--- config.mk ---
export PLATFORM = sky130hd
export DESIGN_NAME = wtg_bpu
export DESIGN_NICKNAME = d
export VERILOG_FILES = /design/src/rtl/wtg_bpu_pkg.sv /design/src/rtl/wtg_int_ctrl.sv /design/src/rtl/wtg_bpu.sv
export SDC_FILE = /design/constraint.sdc
export NUM_CORES = 1
export LEC_CHECK = 0
export BUFFER_PORTS_ARGS = -buffer_cell sky130_fd_sc_hd__buf_4
export CORE_UTILIZATION = 52
export DETAILED_ROUTE_END_ITERATION = 10
export PLACE_DENSITY = 0.7
export SLEW_MARGIN = 20
export SYNTH_ARGS = -nofsm -noshare
export SYNTH_HDL_FRONTEND = slang
export SYNTH_HIERARCHICAL = 1
export SYNTH_SLANG_ARGS = --single-unit
--- constraint.sdc ---
create_clock -name clk -period 6 [get_ports clk]
set_clock_uncertainty 0.05 [all_clocks]
set_input_delay 0.9 -clock clk [delete_from_list [all_inputs] [get_ports clk]]
set_output_delay 0.9 -clock clk [all_outputs]
set_load 0.02 [all_outputs]
--- src/rtl/wtg_bpu_pkg.sv ---
// Shared WTG definitions: opcode encodings and BHT counter constants.
package wtg_bpu_pkg;

  localparam int unsigned WTG_OP_BIT = 3;

  typedef enum logic [WTG_OP_BIT-1:0] {
    WTG_OP_J32  = 3'd0,
    WTG_OP_J26  = 3'd1,
    WTG_OP_BEQ  = 3'd2,
    WTG_OP_BNE  = 3'd3,
    WTG_OP_BLTZ = 3'd4,
    WTG_OP_JINT = 3'd5,
    WTG_OP_ERET = 3'd6,
    WTG_OP_NOP  = 3'd7
  } wtg_op_e;

  // 2-bit bimodal counter: reset value (weakly not-taken) and upper saturation
  localparam logic [1:0] WTG_CNT_WNT = 2'b01;
  localparam logic [1:0] WTG_CNT_ST  = 2'b11;

endpackage

--- src/rtl/wtg_int_ctrl.sv ---
// Prioritised, nesting interrupt controller for the WTG unit.
// Ports: clk/rst; int_req level requests; ack accepts the highest eligible
// channel (JINT), eret unwinds the highest in-service channel;
// int_pending/int_ch/int_vec describe the eligible/accepted channel.
module wtg_int_ctrl #(
  parameter int unsigned         ADDR_BIT       = 10,
  parameter int unsigned         N_INTS         = 3,
  parameter logic [ADDR_BIT-1:0] INT_VEC_BASE   = ADDR_BIT'(4),
  parameter logic [ADDR_BIT-1:0] INT_VEC_STRIDE = ADDR_BIT'(4),
  localparam int unsigned        CH_BIT         = (N_INTS > 1) ? $clog2(N_INTS) : 1
) (
  input  logic                clk,
  input  logic                rst,
  input  logic [N_INTS-1:0]   int_req,
  input  logic                ack,
  input  logic                eret,
  output logic                int_pending,
  output logic [CH_BIT-1:0]   int_ch,
  output logic [ADDR_BIT-1:0] int_vec
);

  logic [N_INTS-1:0] pending;
  logic [N_INTS-1:0] in_service;
  logic [N_INTS-1:0] elig;
  logic [N_INTS-1:0] ack_mask;
  logic [N_INTS-1:0] svc_clr;
  logic [CH_BIT-1:0] svc_top;
  logic [CH_BIT-1:0] best_ch;
  logic              svc_any;

  // Highest channel currently in service
  always_comb begin
    svc_any = 1'b0;
    svc_top = '0;
    for (int c = 0; c < N_INTS; c++) begin
      if (in_service[c]) begin
        svc_any = 1'b1;
        svc_top = CH_BIT'(c);
      end
    end
  end

  // Eligible channels must outrank the active nesting level; pick the highest
  always_comb begin
    elig    = '0;
    best_ch = '0;
    for (int c = 0; c < N_INTS; c++) begin
      if (pending[c] && (!svc_any || (CH_BIT'(c) > svc_top))) begin
        elig[c] = 1'b1;
        best_ch = CH_BIT'(c);
      end
    end
  end

  assign ack_mask    = ack ? (N_INTS'(1) << best_ch) : '0;
  assign svc_clr     = (eret && svc_any) ? (N_INTS'(1) << svc_top) : '0;
  assign int_pending = |elig;
  assign int_ch      = ack ? best_ch : '0;
  assign int_vec     = INT_VEC_BASE + ADDR_BIT'(best_ch) * INT_VEC_STRIDE;

  // A request arriving in the cycle of its own acceptance stays pending
  always_ff @(posedge clk or posedge rst) begin
    if (rst) begin
      pending    <= '0;
      in_service <= '0;
    end else begin
      pending    <= (pending & ~ack_mask) | int_req;
      in_service <= (in_service | ack_mask) & ~svc_clr;
    end
  end

endmodule

--- src/rtl/wtg_bpu.sv ---
// Where-To-Go unit with bimodal direction predictor, direct-mapped BTB and
// nested interrupt entry. IF side: f_pc -> f_pred_taken/f_pred_target.
// EX side: ex_* resolve -> redirect/redirect_pc and status flags, plus
// table update on the clock edge. int_req feeds the interrupt controller.
module wtg_bpu
  import wtg_bpu_pkg::*;
#(
  parameter int unsigned         ADDR_BIT       = 10,
  parameter int unsigned         DEPTH          = 16,
  parameter int unsigned         N_INTS         = 3,
  parameter logic [ADDR_BIT-1:0] INT_VEC_BASE   = ADDR_BIT'(4),
  parameter logic [ADDR_BIT-1:0] INT_VEC_STRIDE = ADDR_BIT'(4),
  localparam int unsigned        CH_BIT         = (N_INTS > 1) ? $clog2(N_INTS) : 1
) (
  input  logic                  clk,
  input  logic                  rst,
  input  logic [ADDR_BIT-1:0]   f_pc,
  output logic                  f_pred_taken,
  output logic [ADDR_BIT-1:0]   f_pred_target,
  input  logic                  ex_valid,
  input  logic [WTG_OP_BIT-1:0] ex_op,
  input  logic [ADDR_BIT-1:0]   ex_imm,
  input  logic [31:0]           ex_data_x,
  input  logic [31:0]           ex_data_y,
  input  logic [ADDR_BIT-1:0]   ex_pc,
  input  logic                  ex_pred_taken,
  input  logic [ADDR_BIT-1:0]   ex_pred_target,
  input  logic [31:0]           epc,
  input  logic [N_INTS-1:0]     int_req,
  output logic                  redirect,
  output logic [ADDR_BIT-1:0]   redirect_pc,
  output logic                  jumped,
  output logic                  is_branch,
  output logic                  branched,
  output logic                  jinted,
  output logic                  int_pending,
  output logic [CH_BIT-1:0]     int_ch
);

  localparam int unsigned IDX_BIT = $clog2(DEPTH);
  localparam int unsigned TAG_BIT = (ADDR_BIT > IDX_BIT) ? ADDR_BIT - IDX_BIT : 1;

  logic [1:0]          bht        [DEPTH];
  logic [DEPTH-1:0]    btb_valid;
  logic [TAG_BIT-1:0]  btb_tag    [DEPTH];
  logic [ADDR_BIT-1:0] btb_target [DEPTH];

  logic [IDX_BIT-1:0]  f_idx, ex_idx;
  logic [TAG_BIT-1:0]  f_tag, ex_tag;
  logic [ADDR_BIT-1:0] pc_inc, target, int_vec;
  logic [1:0]          cnt_next;
  logic                taken, int_ack, eret, btb_wr;

  assign f_idx  = IDX_BIT'(f_pc);
  assign f_tag  = TAG_BIT'(f_pc >> IDX_BIT);
  assign ex_idx = IDX_BIT'(ex_pc);
  assign ex_tag = TAG_BIT'(ex_pc >> IDX_BIT);
  assign pc_inc = ex_pc + ADDR_BIT'(1);

  // Fetch lookup; reads pre-update contents, no bypass from EX
  assign f_pred_taken  = btb_valid[f_idx] && (btb_tag[f_idx] == f_tag) && bht[f_idx][1];
  assign f_pred_target = f_pred_taken ? btb_target[f_idx] : f_pc + ADDR_BIT'(1);

  wtg_int_ctrl #(
    .ADDR_BIT      (ADDR_BIT),
    .N_INTS        (N_INTS),
    .INT_VEC_BASE  (INT_VEC_BASE),
    .INT_VEC_STRIDE(INT_VEC_STRIDE)
  ) u_int_ctrl (
    .clk        (clk),
    .rst        (rst),
    .int_req    (int_req),
    .ack        (int_ack),
    .eret       (eret),
    .int_pending(int_pending),
    .int_ch     (int_ch),
    .int_vec    (int_vec)
  );

  // EX resolution; JINT with nothing eligible degrades to a NOP
  always_comb begin
    taken     = 1'b0;
    target    = pc_inc;
    jumped    = 1'b0;
    is_branch = 1'b0;
    jinted    = 1'b0;
    int_ack   = 1'b0;
    eret      = 1'b0;
    if (ex_valid) begin
      case (ex_op)
        WTG_OP_J32: begin
          taken  = 1'b1;
          target = ex_data_x[ADDR_BIT+1:2];
          jumped = 1'b1;
        end
        WTG_OP_J26: begin
          taken  = 1'b1;
          target = ex_imm;
          jumped = 1'b1;
        end
        WTG_OP_BEQ, WTG_OP_BNE, WTG_OP_BLTZ: begin
          is_branch = 1'b1;
          target    = pc_inc + ex_imm;
          if (ex_op == WTG_OP_BEQ)      taken = (ex_data_x == ex_data_y);
          else if (ex_op == WTG_OP_BNE) taken = (ex_data_x != ex_data_y);
          else                          taken = ex_data_x[31];
        end
        WTG_OP_JINT: begin
          if (int_pending) begin
            taken   = 1'b1;
            target  = int_vec;
            jinted  = 1'b1;
            int_ack = 1'b1;
          end
        end
        WTG_OP_ERET: begin
          taken  = 1'b1;
          target = epc[ADDR_BIT+1:2];
          jinted = 1'b1;
          eret   = 1'b1;
        end
        default: ;
      endcase
    end
  end

  assign branched    = is_branch && taken;
  assign redirect_pc = taken ? target : pc_inc;
  assign redirect    = ex_valid &&
                       ((redirect_pc != ex_pred_target) || (taken != ex_pred_taken));
  assign btb_wr      = branched || (ex_valid && (ex_op == WTG_OP_J26));

  // Saturating counter step for the resolving branch
  always_comb begin
    cnt_next = bht[ex_idx];
    if (branched) begin
      if (bht[ex_idx] != WTG_CNT_ST) cnt_next = bht[ex_idx] + 2'd1;
    end else begin
      if (bht[ex_idx] != 2'b00) cnt_next = bht[ex_idx] - 2'd1;
    end
  end

  // Counters and valid bits carry reset state
  always_ff @(posedge clk or posedge rst) begin
    if (rst) begin
      for (int unsigned i = 0; i < DEPTH; i++) bht[IDX_BIT'(i)] <= WTG_CNT_WNT;
      btb_valid <= '0;
    end else begin
      if (is_branch) bht[ex_idx] <= cnt_next;
      if (btb_wr)    btb_valid[ex_idx] <= 1'b1;
    end
  end

  // Tag/target payload is qualified by btb_valid, so it needs no reset
  always_ff @(posedge clk) begin
    if (btb_wr) begin
      btb_tag[ex_idx]    <= ex_tag;
      btb_target[ex_idx] <= target;
    end
  end

endmodule
* Word-level counts from Yosys, hierarchy flattened
Memories as Yosys holds them, arrays and structs flattened. Cells that the tools add are included. Widths: inputs -> output; s select.
Storage, ports and cells: register bits 54, bits in writable memories 256, bits of input ports 146, output and inout bits 29, word-level logic and storage cells 133, memories kept 2
Memories:
- btb_target | words 16, bits a word 10, rd ports 1, clocked after Yosys merged registers in 0, write ports 1, line wtg_bpu.sv:46 | logic [ADDR_BIT-1:0] btb_target [DEPTH];
- btb_tag | words 16, bits a word 6, rd ports 1, clocked after Yosys merged registers in 0, write ports 1, line wtg_bpu.sv:45 | logic [TAG_BIT-1:0] btb_tag [DEPTH];
Cells by class: add/subtract/negate cells 6, order comparisons 9, eq/ne operators 12, shift operators 2, multiplexer cells 51, bitwise gates (word level) 9, reduce and logical (&&, ||, !) cells 23
Operators by type and width (number):
- $pmux 10 s5 | 1
- $mux 10 | 4
- $bwmux 32 | 1
- $eq 32x32->1 | 1
- $ne 32x32->1 | 1
- $mux 1 | 25
- $mux 2 | 11
- $add 10x1->10 const B | 2
- $bmux 2 s4 | 2
- $or 16x16->16 | 1
- $logic_and 1x1->1 | 11
- $add 10x10->10 | 1
- $ge 5x5->1 const B | 2
- $lt 4x5->1 const B | 2
- $ne 10x10->1 | 1
- $not 4->5 | 2
- $eq 3x3->1 const B | 3
- $reduce_or 3->1 | 3
- $demux 2 s4 | 1
- $and 3x3->3 | 2
- $eq 3x2->1 const B | 2
- $eq 6x6->1 | 1
- $mux 3 | 2
- $not 3->3 | 2
- other kinds (21) | 28

* Longest topological paths before layout
Gate-level depths: netlist of the first run.
word-level depth 16, depth in mapped cells 16, mapped depth without buffers 14

* Modules after synthesis
Netlist of the first run, hierarchy kept.
Modules (own cells, without submodules):
- wtg_bpu | times used 1, cells an instance 895, area each 14297.5 um2, seq. area each 8908.5 um2
- wtg_int_ctrl | times used 1, cells an instance 43, area each 367.9 um2, seq. area each 150.1 um2

* Worst setup path after synthesis of the first run
Ideal clock, no wire load.
path type input port to output port, start input ex_pc[3], end output redirect, arrival 4.233 ns, data required time 5.050 ns, path slack 0.817 ns, stages 14, path buffers 1, path through clkbuf_1 nand3_1 xor2_1 inv_1 ha_1 and3_1 a221oi_1 o21ai_0 a31oi_1 xnor2_1 a21oi_1 mux2i_1 xnor2_1 a41oi_1
Between the ends: cells in the longest elaborated chain, start to end 8, elaborated cells on any way between the ends 9, classes of those cells add/sub: 2; eq/ne: 1; mux: 4; reduce/logical: 2
RTL lines:
- from (decl) | line wtg_bpu.sv:25 | input logic [ADDR_BIT-1:0] ex_pc,
- $add 10x1->10 * | line wtg_bpu.sv:58 | assign pc_inc = ex_pc + ADDR_BIT'(1);
- $add 10x10->10 / $mux 10 (equally long branches) | line wtg_bpu.sv:103, wtg_bpu.sv:109
- $pmux 10 s5 | line wtg_bpu.sv:90 | case (ex_op)
- $mux 10 | line wtg_bpu.sv:89 | if (ex_valid) begin
- $mux 10 * | line wtg_bpu.sv:128 | assign redirect_pc = taken ? target : pc_inc;
- via redirect_pc[9] | line wtg_bpu.sv:31 | output logic [ADDR_BIT-1:0] redirect_pc,
- $ne 10x10->1 * | line wtg_bpu.sv:130 | ((redirect_pc != ex_pred_target) || (taken != ex_pred_taken));
- $logic_or 1x1->1 * | line wtg_bpu.sv:130
- $logic_and 1x1->1 * | line wtg_bpu.sv:129 | assign redirect = ex_valid &&
- to (decl) | line wtg_bpu.sv:30 | output logic redirect,
Mark *: on every way through the listed nets, which the timed path passes. The rest lies on a longest branch.

* Worst setup path in the final report of the first run
start input ex_pc[0], end output redirect
Between the ends: cells in the longest elaborated chain, start to end 8, elaborated cells on any way between the ends 9, classes of those cells add/sub: 2; eq/ne: 1; mux: 4; reduce/logical: 2
RTL lines (line):
- $add 10x1->10 * | wtg_bpu.sv:58
- $add 10x10->10 / $mux 10 (equally long branches) | wtg_bpu.sv:103, wtg_bpu.sv:109
- $pmux 10 s5 | wtg_bpu.sv:90
- $mux 10 | wtg_bpu.sv:89
- $mux 10 * | wtg_bpu.sv:128
- $ne 10x10->1 * | wtg_bpu.sv:130
- $logic_or 1x1->1 * | wtg_bpu.sv:130
- $logic_and 1x1->1 * | wtg_bpu.sv:129
Every way passes the cells marked *; elsewhere a longest branch is shown, timed or not.

==> metrics.md, run 1 <==
| Metric | Value |
|---|---|
| Run status | `finished, final reports clean` |
| Proportion of power drawn by the clock network | `0.393` |
| Switching fraction of total power | `0.236` |
| Share of cells above drive strength 1 | `0.366` |
| Boundary pin count | `between 150 and 200` |
| Combinational group share of total power | `0.119` |
| Worst slew pin tran | `1.07 ns` |
| Proportion of register bits with asynchronous set or reset after synthesis | `0.174` |
| Via count of the first global-routing pass | `8,876` |
| Delay of the slowest critical-path stage | `0.41 ns` |
| Clock sinks | `310` |
| Unique masters post-synth | `63` |
| Area added between synthesis and finish | `18.1%` |
| Final-stage net count | `1,268` |
| Global-route wire length before repair | `52,700 µm` |
| Worst IR Drop VDD | `0.246 mV` |
| Detail-routed net length per standard cell | `roughly 23 µm` |
| ANT nets after route | `0` |
| Routability congestion estimate | `~0.93` |
| Final period util | `0.892` |
| Number of hold-slack violations in the final timing report | `0` |
| Detailed Place HPWL | `23,900 µm` |
| Antenna cell count | `0` |
| Critical Setup Path Class | `in2out` |
| Top cell type's share of synthesized area | `0.524` |
| Number of synthesized flops with an enable pin | `256` |
| Max Transition Viols Final | `0` |
| Master of the slowest instance on the critical path | `sky130_fd_sc_hd__a221oi_1` |
| Maximum Capacitance Violations | `0` |
| Most used standard cells in the synthesized netlist | `sky130_fd_sc_hd__edfxtp_1, sky130_fd_sc_hd__mux4_2, sky130_fd_sc_hd__nor2_1, sky130_fd_sc_hd__nand2_1, sky130_fd_sc_hd__xnor2_1` |
| Critical Path, Cell by Cell | `buf_4 > ha_1 > nand3_1 > xor2_1 > inv_1 > ha_1 > and3_1 > a221oi_1 > xnor2_1 > a221oi_1 > mux2i_1 > xnor2_1 > and4b_1 > a41oi_1 > buf_4` |
| Number of buffers inserted by post-CTS setup repair | `0` |
| Part of the Yosys area used for sequential elements | `0.618` |
| Kind of end point of the critical path | `output port` |
| Horizontal extent of the die | `170 µm` |
| Insertion delay to the later sink of the worst-skew pair | `0.55 ns` |
| Kind of start point of the critical path | `input pin` |
| Min-Delay Path Class | `in2async` |
| Number of vias per cell | `5.88` |
| Number of filler instances in the final layout | `approximately 2,100` |
| Post-synthesis cell type with the largest combined area | `sky130_fd_sc_hd__edfxtp_1` |
| Register-to-Register Path Depth | `12` |
| Total congestion overflow after global routing | `0` |
| Post_cts resized | `0` |
| Internal power consumption | `3.79 mW` |
| Yosys warning count | `6` |
| Maximum achievable frequency | `187 MHz` |
| Final Routed Wirelength | `34,500 µm` |
| Number of input and output port buffers inserted | `152` |
| Power density over cell area | `around 290 nW/µm²` |
| Critical path data arrival time | `about 4.4 ns` |
| Overall die height | `between 150 and 200 µm` |
| Instance count on the critical path | `15` |
| Unrepaired setup endpoints after global routing | `false` |
| Initial Util | `0.528` |
| Antenna violations before repair | `0` |
| Maximum count of clock buffers along a single path | `3` |
| Static leakage | `6.18 nW` |
| Commonest register cell after synthesis | `sky130_fd_sc_hd__edfxtp_1` |
| DRT Pass-1 Iters | `5` |
| Clock tree from TritonCTS | `done` |
| Synthesized flop and latch total | `310` |
| Cell types occupying the most area after synthesis | `sky130_fd_sc_hd__edfxtp_1, sky130_fd_sc_hd__mux4_2, sky130_fd_sc_hd__dfrtp_1` |
| Count of mapped cells out of synthesis | `938` |
| Overall fraction of global-route tracks in use | `0.248` |
| Avg Cell Area, Syn | `between 15 and 20 µm²` |
| Relative max-transition margin | `0.282` |
| Clock H-tree levels | `1` |
| Full die area | `about 29,000 µm²` |
| CP Max Fanout | `16` |
| DRC errors left | `0` |
| Total number of vias | `8,864` |
| Leading cell type by number of instances after synthesis | `sky130_fd_sc_hd__edfxtp_1` |
| Count of routing violations after the opening detailed-route iteration | `789` |
| Largest net degree at the start of global routing | `49` |
| Critical path buffers and inverters | `3` |
| Number of CTS-inserted buffers | `31` |
| Kind of cell with the highest combined delay on the critical path | `compound AO/OA/AOI/OAI gates` |
| Cell at the root of the clock tree | `sky130_fd_sc_hd__clkbuf_16` |
| NetSw | `1.17 mW` |
| Period minus WS final | `5.35 ns` |
| Final cell count without fillers | `1,508` |
| Reg clk slew, reported paths | `approximately 0.06 ns` |
| Post-synthesis cell area | `14,700 µm²` |
| Site Rows | `between 60 and 70` |
| Core area | `between 20,000 and 30,000 µm²` |
| Final setup vio count | `0` |
| Dpl cells | `1,450` |
| Sequential fraction of design power | `0.488` |
| Cts-stage hold buffer count | `0` |
| CP required | `5.05 ns` |
| Final-layout setup total negative slack | `0 ns` |
## worst register-to-register path, delay by kind of cell, from the launching register on
kind	cells	cell delay, ns
and+or+nand+nor	6	1.77
buffers and inverters	1	0.33
AOI/OAI and AO/OA	5	1.00
DFF	1	0.40
## flip-flops by register name (all words and copies together), names as in the netlist
name / flops
u_int_ctrl/pending: 3
btb_tag: 96
btb_valid: 16
bht: 32
u_int_ctrl/in_service: 3
btb_target: 160
## logic make-up after synthesis
| logic type | after synthesis | synth area share |
|---|---|---|
| compound gates | 123 | 0.0560 |
| xor+xnor | 73 | 0.0436 |
| simple gates | 197 | 0.0640 |
| mux | 142 | 0.178 |
| buf+inv | 74 | 0.0247 |
| fa+ha+maj | 18 | 0.0158 |
| other cells | 1 | 0.000256 |
| flops | 310 | 0.618 |
## power by group through the flow
stage / combinational (mW) / sequential [mW] / clock (mW)
global route: 0.637 / 2.43 / 2.07
floorplan: 0.370 / 2.46 / 0
finish: 0.590 / 2.42 / 1.95
detailed placement: 0.586 / 2.47 / 0
global placement: 0.577 / 2.47 / 0
CTS: 0.588 / 2.42 / 1.98
## per-stage QoR
stage                     hold slack [ns]  power, mW  setup slack [ns]   util  area (µm²)
after CTS                           0.217       4.99             0.637  0.623       17300
after global placement              0.408       3.04             0.663  0.586       16300
final                               0.229       4.96             0.646  0.624       17300
after detailed placement            0.412       3.05             0.680  0.586       16300
after global routing                0.229       5.13             0.388  0.624       17300
after floorplan                     0.392       2.83             0.817      -       14700
## final timing paths
check	from	endpoint	slack [ns]
setup / recovery	ex_pc[0]	redirect	0.65
hold / removal	rst	u_int_ctrl/pending[2]$_DFF_PP0_	0.23
setup reg to reg	u_int_ctrl/in_service[1]$_DFF_PP0_	btb_tag[7][5]$_DFFE_PP_	2.14
hold reg to reg	btb_valid[8]$_DFFE_PP0N_	btb_valid[8]$_DFFE_PP0N_	0.42
max in group asynchronous	rst	bht[27]$_DFFE_PP0P_	4.95
min in group clk	btb_valid[8]$_DFFE_PP0N_	btb_valid[8]$_DFFE_PP0N_	0.42
## layout make-up
class | count | area (µm²) | share of cell area
Tap cell | 378 | 473 | 0.0273
Multi-Input combinational cell | 561 | 5320 | 0.307
Clock buffer | 32 | 779 | 0.0450
Inverter | 21 | 80.1 | 0.00462
Timing Repair Buffer | 180 | 1350 | 0.0780
Clock inverter | 26 | 260 | 0.0150
Sequential cell | 310 | 9060 | 0.523
## cells in the final DEF, fill, tap and decap left out, types with 9 or more instances in the layout
cell type                   netlist  final
sky130_fd_sc_hd__edfxtp_1       256    256
sky130_fd_sc_hd__buf_4           11    180
sky130_fd_sc_hd__mux4_2          91     91
sky130_fd_sc_hd__nand2_1         57     57
sky130_fd_sc_hd__xnor2_1         57     57
sky130_fd_sc_hd__nor2_1          60     45
sky130_fd_sc_hd__mux2_2          40     40
sky130_fd_sc_hd__dfrtp_1         38     38
sky130_fd_sc_hd__a21oi_1         36     32
sky130_fd_sc_hd__clkbuf_16        0     31
sky130_fd_sc_hd__nand3_1         23     23
sky130_fd_sc_hd__inv_1           21     20
sky130_fd_sc_hd__o21ai_0         20     20
sky130_fd_sc_hd__nor2_2           1     16
sky130_fd_sc_hd__o21bai_1        16     16
sky130_fd_sc_hd__xor2_1          16     16
sky130_fd_sc_hd__ha_1            16     16
sky130_fd_sc_hd__dfstp_2         16     16
sky130_fd_sc_hd__a221oi_1        12     12
sky130_fd_sc_hd__nand4_1         11     11
sky130_fd_sc_hd__clkinv_2         0     11
sky130_fd_sc_hd__mux2i_1         10     10
sky130_fd_sc_hd__nor3_1           9      9
## metal layers
metal / GRT usage / routed length (µm) / part of all wire
met1: 0.344 / 14600 / 0.42
met2: 0.416 / 16900 / 0.49
met3: 0.0302 / 2180 / 0.063
met4: 0.0705 / 874 / 0.025
met5: 0 / 0 / 0
(Power assumes the default switching activity.)
==> inputs of run 2 (changes only) <==
- PLACE_DENSITY: 0.7 -> 0.73
- RECOVER_POWER: not set -> 100
- clock period: 6 -> 4.9 ns (I/O delays scaled with it)
==> metrics.md, run 2 (synthesis results as in run 1) <==
| Metric | Value |
|---|---|
| Run status | `finished with violations` |
| Violations in the final reports | `capacitance limit, slew limit` |
| Max Transition Viols Final | `66 (+66)` |
| Switching fraction of total power | `0.238 (+0.00157)` |
| Register-to-Register Path Depth | `12 (unchanged)` |
| Worst IR Drop VDD | `0.263 mV (+6.7%)` |
| Combinational group share of total power | `0.126 (+0.007)` |
| Antenna cell count | `0 (unchanged)` |
| Register name with the most flops | `btb_target` |
| Overall fraction of global-route tracks in use | `0.251 (+0.00274)` |
| Worst slew pin tran | `2.07 ns (+1.00 ns)` |
| ANT nets after route | `0 (unchanged)` |
| Clock sinks | `310 (unchanged)` |
| Final-stage net count | `1,285 (+1.3%)` |
| Detailed Place HPWL | `23,700 µm (-0.50%)` |
| Dpl cells | `1,469 (+1.3%)` |
| Sequential fraction of design power | `0.515 (+0.027)` |
| Number of hold-slack violations in the final timing report | `0 (unchanged)` |
| Core area | `27,800 µm² (unchanged)` |
| Register-to-register setup slack | `0.23 ns (-1.91 ns)` |
| Total congestion overflow after global routing | `0 (unchanged)` |
| Maximum achievable frequency | `212 MHz` |
| Clock tree from TritonCTS | `done` |
| Busiest layer in global routing | `met2` |
| FF-to-FF Start | `u_int_ctrl/in_service[1]$_DFF_PP0_` |
| Share of cells above drive strength 1 | `0.323 (-0.0432)` |
| Insertion delay to the later sink of the worst-skew pair | `0.54 ns (about the same)` |
| Area added between synthesis and finish | `16.9%` |
| Relative max-transition margin | `-0.391 (-0.673)` |
| Number of vias per cell | `5.90 (+0.31%)` |
| Final-layout setup total negative slack | `0 ns (unchanged)` |
| CP Max Fanout | `12 (-4)` |
| Internal power consumption | `4.39 mW (+16%)` |
| Most used cells in the layout excluding fill and tap cells | `sky130_fd_sc_hd__edfxtp_1, sky130_fd_sc_hd__buf_4, sky130_fd_sc_hd__mux4_2, sky130_fd_sc_hd__nand2_1, sky130_fd_sc_hd__xnor2_1` |
| R2R Path End | `btb_target[14][0]$_DFFE_PP_` |
| Cts-stage hold buffer count | `0 (unchanged)` |
| Site Rows | `61 (unchanged)` |
| Horizontal extent of the die | `170 µm (unchanged)` |
| Static leakage | `6.07 nW (-1.8%)` |
| Cell at the root of the clock tree | `sky130_fd_sc_hd__clkbuf_16` |
| Final setup vio count | `0 (unchanged)` |
| Power density over cell area | `336 nW/µm² (+17%)` |
| Number of buffers inserted by post-CTS setup repair | `0 (unchanged)` |
| CP required | `4.12 ns (-0.93 ns)` |
| Number of CTS-inserted buffers | `29 (-6.5%)` |
| Count of routing violations after the opening detailed-route iteration | `805 (+2.0%)` |
| DRC errors left | `0 (unchanged)` |
| Global-route wire length before repair | `53,500 µm (+1.5%)` |
| Total power of the final layout | `5.77 mW (+16%)` |
| Detail-routed net length per standard cell | `23.1 µm (+0.88%)` |
| Maximum count of clock buffers along a single path | `3 (unchanged)` |
| Clock H-tree levels | `1 (unchanged)` |
| Final Routed Wirelength | `35,200 µm (+1.9%)` |
| Via count of the first global-routing pass | `9,190 (+3.5%)` |
| Final period util | `0.964` |
| Routability congestion estimate | `0.928 (-0.75%)` |
| Final Cell Area | `17,100 µm² (-1.1%)` |
| GR Util met2 | `0.427 (+0.0109)` |
| Final cell count without fillers | `1,523 (+0.99%)` |
| Maximum Capacitance Violations | `2 (+2)` |
| Total number of vias | `8,980 (+1.3%)` |
| Reg clk slew, reported paths | `0.06 ns (about the same)` |
| Final Hold Slack | `0.0583 ns (-0.171 ns)` |
| NetSw | `1.37 mW (+17%)` |
| Critical path data arrival time | `3.94 ns (-0.46 ns)` |
| Full die area | `28,900 µm² (unchanged)` |
| Kind of end point of the critical path | `output port` |
| Antenna violations before repair | `2 (+2)` |
| Largest net degree at the start of global routing | `49 (unchanged)` |
| Boundary pin count | `175 (unchanged)` |
| Number of input and output port buffers inserted | `152 (unchanged)` |
| Initial Util | `0.528 (unchanged)` |
| Total cell area at the placement stage | `16,500 µm² (+1.3%)` |
| Kind of start point of the critical path | `input pin` |
| Proportion of power drawn by the clock network | `0.359 (-0.034)` |
| DRT Pass-1 Iters | `5 (unchanged)` |
| Most common cell after layout, fill and taps aside | `sky130_fd_sc_hd__edfxtp_1` |
| Critical Setup Path Class | `in2out` |
| Period minus WS final | `4.72 ns` |
| Max FFs per register | `160 (unchanged)` |
| Overall die height | `170 µm (unchanged)` |
| Min-Delay Path Class | `in2async` |
| Source of the critical timing path | `ex_pc[1]` |
| Met1 routing resource usage after global routing | `0.333 (-0.0112)` |
| Met3 Use GR | `0.0437 (+0.0135)` |
| Registers with the most flip-flops | `btb_target x160, btb_tag x96, bht x32` |
## run 2: cell types whose count changed in the layout (fill, tap and decap cells not counted), moves of 6 or more
cell and delta:
sky130_fd_sc_hd__clkinv_2 -6, sky130_fd_sc_hd__buf_4 -33, sky130_fd_sc_hd__clkinv_1 +6, sky130_fd_sc_hd__clkbuf_1 +39, sky130_fd_sc_hd__clkbuf_2 +14
## run 2: cell type report
class / count / area, µm²
well taps: 378 / 473
clock inverters: 19 / 115
flip-flops and latches: 310 / 9060
inverters: 21 / 80.1
multi-input cells: 561 / 5300
clock buffers: 35 / 748
fillers: 2149 / 10600
repair buffers: 199 / 1370
## run 2: what timing repair did
item,CTS,global route
resized for setup,0,3
hold endpoints to repair,0,0
endpoints found under the setup margin,0,1
## run 2: worst max path at each step
stage / end / slack, ns / cells past startpoint
floorplan: redirect / 0.05 / 14
global placement: redirect / 0.18 / 16
detailed placement: redirect / 0.18 / 15
CTS: redirect / 0.16 / 15
global route: redirect / -0.001 / 17
finish: redirect / 0.18 / 14
## run 2: through the flow
| stage | utilization | worst slack (ns) |
|---|---|---|
| after global placement | 0.593 | 0.179 |
| after floorplan | - | 0.0467 |
| after CTS | 0.624 | 0.157 |
| after detailed placement | 0.593 | 0.183 |
| after global routing | 0.617 | -0.00115 |
| final | 0.617 | 0.178 |
## run 2: routing by layer
metal	vias up	share of wire
li1	4013	-
met1	4486	0.40
met2	426	0.50
met3	55	0.081
met4	0	0.024
met5	-	0
## run 2: worst max-delay path, cell delays in order
cell and delay, ns:
sky130_fd_sc_hd__buf_4 0.10, sky130_fd_sc_hd__buf_4 0.21, sky130_fd_sc_hd__inv_1 0.08, sky130_fd_sc_hd__ha_1 0.37, sky130_fd_sc_hd__fa_1 0.53, sky130_fd_sc_hd__a22o_1 0.25
sky130_fd_sc_hd__a221o_1 0.29, sky130_fd_sc_hd__a211oi_1 0.28, sky130_fd_sc_hd__nand2_1 0.10, sky130_fd_sc_hd__o221a_2 0.31, sky130_fd_sc_hd__xnor2_1 0.13, sky130_fd_sc_hd__and4b_1 0.19
sky130_fd_sc_hd__a41oi_1 0.20, sky130_fd_sc_hd__buf_4 0.17
## run 2: power by group through the flow
| stage | logic (mW) | registers [mW] | clock network [mW] |
|---|---|---|---|
| floorplan | 0.453 | 3.01 | 0 |
| global placement | 0.734 | 3.02 | 0 |
| detailed placement | 0.745 | 3.02 | 0 |
| CTS | 0.748 | 2.97 | 2.09 |
| global route | 0.789 | 2.97 | 2.19 |
| finish | 0.729 | 2.97 | 2.07 |
